## config.mk

```make
export PLATFORM = sky130hd
export DESIGN_NAME = maple_tx
export DESIGN_NICKNAME = d
export VERILOG_FILES = /design/src/rtl/maple_tx.sv
export SDC_FILE = /design/constraint.sdc
export NUM_CORES = 1
export LEC_CHECK = 0
export ABC_AREA = 1
export ABC_CLOCK_PERIOD_IN_PS = 2400
export BUFFER_PORTS_ARGS = -buffer_cell sky130_fd_sc_hd__buf_2
export CORE_ASPECT_RATIO = 1.25
export CORE_MARGIN = 2
export CORE_UTILIZATION = 25
export DETAILED_ROUTE_END_ITERATION = 8
export PLACE_DENSITY = 0.42
export SLEW_MARGIN = 15
export SYNTH_ARGS = -nofsm -noshare
export SYNTH_HDL_FRONTEND = slang
export SYNTH_SLANG_ARGS = --single-unit
```

## constraint.sdc

```tcl
create_clock -name clk_i -period 2.4 [get_ports clk_i]
set_input_delay 0.24 -clock clk_i [delete_from_list [all_inputs] [get_ports clk_i]]
set_output_delay 0.24 -clock clk_i [all_outputs]
set_load 0.01 [all_outputs]
```

## src/rtl/maple_tx.sv

```systemverilog
// maple_tx: Maple bus frame transmitter. Pops FIFO bytes and drives start/data/end patterns.
// Define MAPLE_TX_CHECKSUM_EN to append an XOR checksum byte before the end pattern.
module maple_tx #(
   parameter int unsigned DIV = 10
) (
   input  logic       clk_i,
   input  logic       rst_ni,
   input  logic       start_i,
   input  logic [7:0] count_i,
   input  logic [7:0] fifo_data_i,
   input  logic       fifo_avail_i,
   output logic       fifo_strobe_o,
   output logic       sdcka_o,
   output logic       sdckb_o,
   output logic       drive_en_o,
   output logic       busy_o,
   output logic       done_o,
   output logic       underrun_o
);

   localparam int unsigned TickW = $clog2(DIV);

   typedef enum logic [2:0] {
      StIdle,
      StStart,
      StBits,
`ifdef MAPLE_TX_CHECKSUM_EN
      StCsum,
`endif
      StEnd
   } state_e;

   state_e           state_q, state_d;
   logic [TickW-1:0] tick_cnt_q, tick_cnt_d;
   logic [3:0]       idx_q, idx_d;
   logic [7:0]       byte_cnt_q, byte_cnt_d;
   logic [7:0]       data_q, data_d;
   logic             underrun_q, underrun_d;
   logic             drive_en_q, drive_en_d;
   logic             done_q, done_d;
   logic             sdcka_q, sdcka_d;
   logic             sdckb_q, sdckb_d;
`ifdef MAPLE_TX_CHECKSUM_EN
   logic [7:0]       csum_q, csum_d;
`endif

   logic tick_end;
   logic fetch_slot;
   logic fetch_go;

   // Line pair {A,B} held during tick idx of the given state.
   function automatic logic [1:0] line_enc(input state_e st, input logic [3:0] idx,
                                           input logic [7:0] data);
      logic [2:0] pos;
      logic       bit_v;
      logic [1:0] enc;
      pos   = 3'd7 - idx[3:1];
      bit_v = data[pos];
      unique case (st)
         StStart: begin
            if (idx == 4'd0) begin
               enc = 2'b01;
            end else if (idx == 4'd9) begin
               enc = 2'b11;
            end else begin
               enc = {1'b0, ~idx[0]};
            end
         end
`ifdef MAPLE_TX_CHECKSUM_EN
         StBits, StCsum: begin
`else
         StBits: begin
`endif
            // Bits 7,5,3,1 clock on A with data on B; bits 6,4,2,0 swap the roles.
            if (!idx[1]) begin
               enc = {~idx[0], bit_v};
            end else begin
               enc = {bit_v, ~idx[0]};
            end
         end
         StEnd:   enc = {(~idx[0]) | (idx == 4'd5), idx == 4'd5};
         default: enc = 2'b11;
      endcase
      return enc;
   endfunction

   assign tick_end   = (tick_cnt_q == TickW'(DIV - 1));
   assign fetch_slot = tick_end && (((state_q == StStart) && (idx_q == 4'd9)) ||
                                    ((state_q == StBits) && (idx_q == 4'd15)));
   assign fetch_go   = fetch_slot && (byte_cnt_q != 8'd0) && fifo_avail_i;

   always_ff @(posedge clk_i) begin
      if (!rst_ni) begin
         state_q    <= StIdle;
         tick_cnt_q <= '0;
         idx_q      <= '0;
         byte_cnt_q <= '0;
         data_q     <= '0;
         underrun_q <= 1'b0;
         drive_en_q <= 1'b0;
         done_q     <= 1'b0;
         sdcka_q    <= 1'b1;
         sdckb_q    <= 1'b1;
`ifdef MAPLE_TX_CHECKSUM_EN
         csum_q     <= '0;
`endif
      end else begin
         state_q    <= state_d;
         tick_cnt_q <= tick_cnt_d;
         idx_q      <= idx_d;
         byte_cnt_q <= byte_cnt_d;
         data_q     <= data_d;
         underrun_q <= underrun_d;
         drive_en_q <= drive_en_d;
         done_q     <= done_d;
         sdcka_q    <= sdcka_d;
         sdckb_q    <= sdckb_d;
`ifdef MAPLE_TX_CHECKSUM_EN
         csum_q     <= csum_d;
`endif
      end
   end

   always_comb begin
      state_d    = state_q;
      tick_cnt_d = tick_cnt_q;
      idx_d      = idx_q;
      byte_cnt_d = byte_cnt_q;
      data_d     = data_q;
      underrun_d = underrun_q;
      drive_en_d = drive_en_q;
      done_d     = 1'b0;
`ifdef MAPLE_TX_CHECKSUM_EN
      csum_d     = csum_q;
`endif
      if (state_q != StIdle) begin
         tick_cnt_d = tick_end ? '0 : tick_cnt_q + 1'b1;
      end
      unique case (state_q)
         StIdle: begin
            if (start_i) begin
               state_d    = StStart;
               tick_cnt_d = '0;
               idx_d      = '0;
               byte_cnt_d = count_i;
               underrun_d = 1'b0;
               drive_en_d = 1'b1;
`ifdef MAPLE_TX_CHECKSUM_EN
               csum_d     = '0;
`endif
            end
         end
         StStart, StBits: begin
            if (fetch_slot) begin
               idx_d = '0;
               if (fetch_go) begin
                  state_d    = StBits;
                  data_d     = fifo_data_i;
                  byte_cnt_d = byte_cnt_q - 8'd1;
`ifdef MAPLE_TX_CHECKSUM_EN
                  csum_d     = csum_q ^ fifo_data_i;
`endif
               end else begin
                  // Out of bytes: either the frame is complete or the FIFO ran dry.
                  underrun_d = underrun_q | (byte_cnt_q != 8'd0);
`ifdef MAPLE_TX_CHECKSUM_EN
                  state_d    = StCsum;
                  data_d     = csum_q;
`else
                  state_d    = StEnd;
`endif
               end
            end else if (tick_end) begin
               idx_d = idx_q + 4'd1;
            end
         end
`ifdef MAPLE_TX_CHECKSUM_EN
         StCsum: begin
            if (tick_end) begin
               if (idx_q == 4'd15) begin
                  state_d = StEnd;
                  idx_d   = '0;
               end else begin
                  idx_d = idx_q + 4'd1;
               end
            end
         end
`endif
         StEnd: begin
            if (tick_end) begin
               if (idx_q == 4'd5) begin
                  state_d    = StIdle;
                  idx_d      = '0;
                  drive_en_d = 1'b0;
                  done_d     = 1'b1;
               end else begin
                  idx_d = idx_q + 4'd1;
               end
            end
         end
         default: state_d = StIdle;
      endcase
      {sdcka_d, sdckb_d} = line_enc(state_d, idx_d, data_d);
   end

   always_comb begin
      fifo_strobe_o = fetch_go;
      busy_o        = (state_q != StIdle);
      sdcka_o       = sdcka_q;
      sdckb_o       = sdckb_q;
      drive_en_o    = drive_en_q;
      done_o        = done_q;
      underrun_o    = underrun_q;
   end

endmodule
```

==> impl_metrics.toml <==
[layout]
fin_cells = 431
n_fill_cell = 874
final_core_util_pct = 30.13
fin_nets = 359
drive_gt1_share_pct = 22.32
diodes = 0
area_delta_synth_final_pct = 16.37

[clock_network]
cts_buffers = 5
root_buffer = "clkbuf_8"
h-tree-depth = 2
post_cts.repair.setup_buffers = 0
ctsHoldBuffers = 0
clk_pin_slew_ps = 80
cts.repair.resized = 0
cts_sinks = 32
clock_path_buffers = 2
insertion_delay_ps = 280
cts_tree = "done"

[setup_path]
path_common_cell = "nand2_1"
path_delay_family = "simple AND/OR/NAND/NOR gates"
worstSetupStartpointType = "register"
rr_worst_depth = 11
crit_path_max_fanout = 13
critPathCaptureType = "register"
cp_num_cells = 11
worstPathCellList = "ha_1 > nand2_1 > nor2_1 > nand2_1 > nand2_4 > nand3_4 > nand2_2 > nand3_2 > inv_2 > o21ai_0 > a221oi_2"
cpPeakStageDelay_ps = 420
crit_buf_inv = 1
required_ps = 2600
arrival_ps = 2300
critPathKind = "reg -> reg"
slowest_stage = "dfxtp_1"

[die]
dieHeight_um = 105.0
core.rowCount = 36
die-width_um = 84.81
ios = 27
dieArea_um2 = 8906
start_util_pct = 25.89
core_um2 = 7883

[yosys]
yosysSeqAreaShare_pct = 31.39
synth_area_um2 = 2041
yosys.area.top_type = "dfxtp_1"
synthFlopType = "dfxtp_1"
synth_warnings = 0
synthTopCellsByCount = "nand2_1, dfxtp_1, inv_1"
synth_compound_area_share_pct = 15.14
yosys_register_bits = 32
ys_types = 40
synth_xor_area_share_pct = 0.8584
synthCells = 305
syn-num-nets = 329
avgSynthCellArea_um2 = 6.691
synth_most_common_cell = "nand2_1"
synth_edf_count = 0
async_flop_share_pct = 0
synth_mux_area_share_pct = 0
synth_top_family_by_area = "simple AND/OR/NAND/NOR gates"
synth_top_cell_area_share_pct = 31.39
synthAdderAreaFrac_pct = 2.452
synth-simple-area-share_pct = 40.96
yosys-top-cells-area = "dfxtp_1, nand2_1, nand3_1, inv_1, nor2_1"

[sta]
whs_ps = 201.6
final_hold_viol_count = 0
fin_setup_tns_ps = 0
setup_slack_ps = 299.9
rsz0062_at_grt = "false"
final-max-slew-violation-count = 0
fmax_mhz = 476.2
min_period_ps = 2100
setup_violations = 0
min_period_over_period_pct = 87.50
clock_skew_ps = 6.832

[drt]
wire_per_inst_um = 12.50
first_pass_iters = 4
via_per_inst = 4.624
drtIter0Drc = 94
drc = 0
wl_um = 5386
vias = 1993
drtAntennaViolNets = 0

[grt]
antenna_found_initial = 0
grt_usage_pct = 13.09
grt_pass1_wl_um = 9494
grt_pass1_vias = 2055
grt_max_degree = 15
grt_overflow_total = 0

[hold_path]
hold_class = "in -> reg"
hold_path_depth = 3

[power]
power.leakage_nw = 1.073
powerDensity_nw_per_um2 = 536.5
vdd_drop_max_uv = 224.3

[placement]
dp_worst_setup_slack_ps = 286.7
hpwl_um = 4239
dp.cells = 423
gp_congestion = 0.8422
port-buffer-count = 26

[status]
outcome = "complete, no violations"

[run]
drv_cap = 0
-- worst paths after layout --
kind / start / slack (ps) / endpoint
worst max-delay path: idx_q[1] / 300 / byte_cnt_q[3]
worst min-delay path: count_i[7] / 200 / byte_cnt_q[7]
worst max register to register: idx_q[1] / 300 / byte_cnt_q[3]
worst min register to register: tick_cnt_q[2] / 470 / tick_cnt_q[2]
-- layout make-up --
type	count	area [um^2]	share of cell area, %
clock buffers	6	72.57	3.056
clock inverters	2	35.03	1.475
inverters	40	153.9	6.481
multi-input cells	229	1216	51.21
flip-flops and latches	32	640.6	26.98
well taps	95	118.9	5.005
repair buffers	27	137.6	5.796
-- flip-flops by register name (all words and copies together), names as in the netlist --
name and count:
tick_cnt_q 4, drive_en_o 1, data_q 8, byte_cnt_q 8
state_q 3, sdckb_o 1, underrun_o 1, done_o 1
idx_q 4, sdcka_o 1
-- stage by stage --
step	instance area (um^2)	power [mW]
after floorplan	2041	0.7109
after global placement	2267	0.7654
after detailed placement	2267	0.7660
after CTS	2375	1.293
after global routing	2375	1.345
final	2375	1.274
-- worst reg2reg max path: stages (launching register included) --
cell	delay, ps
dfxtp_1	420
ha_1	220
nand2_1	60
nor2_1	100
nand2_1	100
nand2_4	120
nand3_4	150
nand2_2	140
nand3_2	130
inv_2	210
o21ai_0	150
a221oi_2	230
-- cell families after synthesis --
group | after synthesis
other | 1
DFF | 32
adders and majority gates | 4
and+or+nand+nor | 170
buffers and inverters | 44
xor gates and xnor gates | 2
AOI/OAI and AO/OA | 52
-- layer usage --
layer / global-route usage, % / wire (um)
met2: 24.24 / 2701
met5: 0 / 0
met4: 3.288 / 78
met1: 15.27 / 2442
met3: 2.370 / 164
-- placed cells by master, fill, tap and decap left out, drive strengths merged --
cell	n
inv	37
nand3	28
nor4	1
a31oi	4
a22oi	1
nand3b	5
a221oi	2
nand2	88
xnor2	1
a311oi	1
xor2	1
clkinv	4
nor3	2
buf	27
nor2	42
ha	4
o21ai	20
dfxtp	32
or2	2
nand4	2
a211oi	3
clkbuf	6
bufinv	1
a21oi	20
conb	1
o31ai	1
-- power breakdown --
part / switching, mW / internal (mW) / leakage, nW
combinational: 0.114 / 0.0665 / 0.757
sequential: 0.0178 / 0.552 / 0.261
clock: 0.215 / 0.308 / 0.0552
Note: power is estimated with default switching activity, not from simulation.
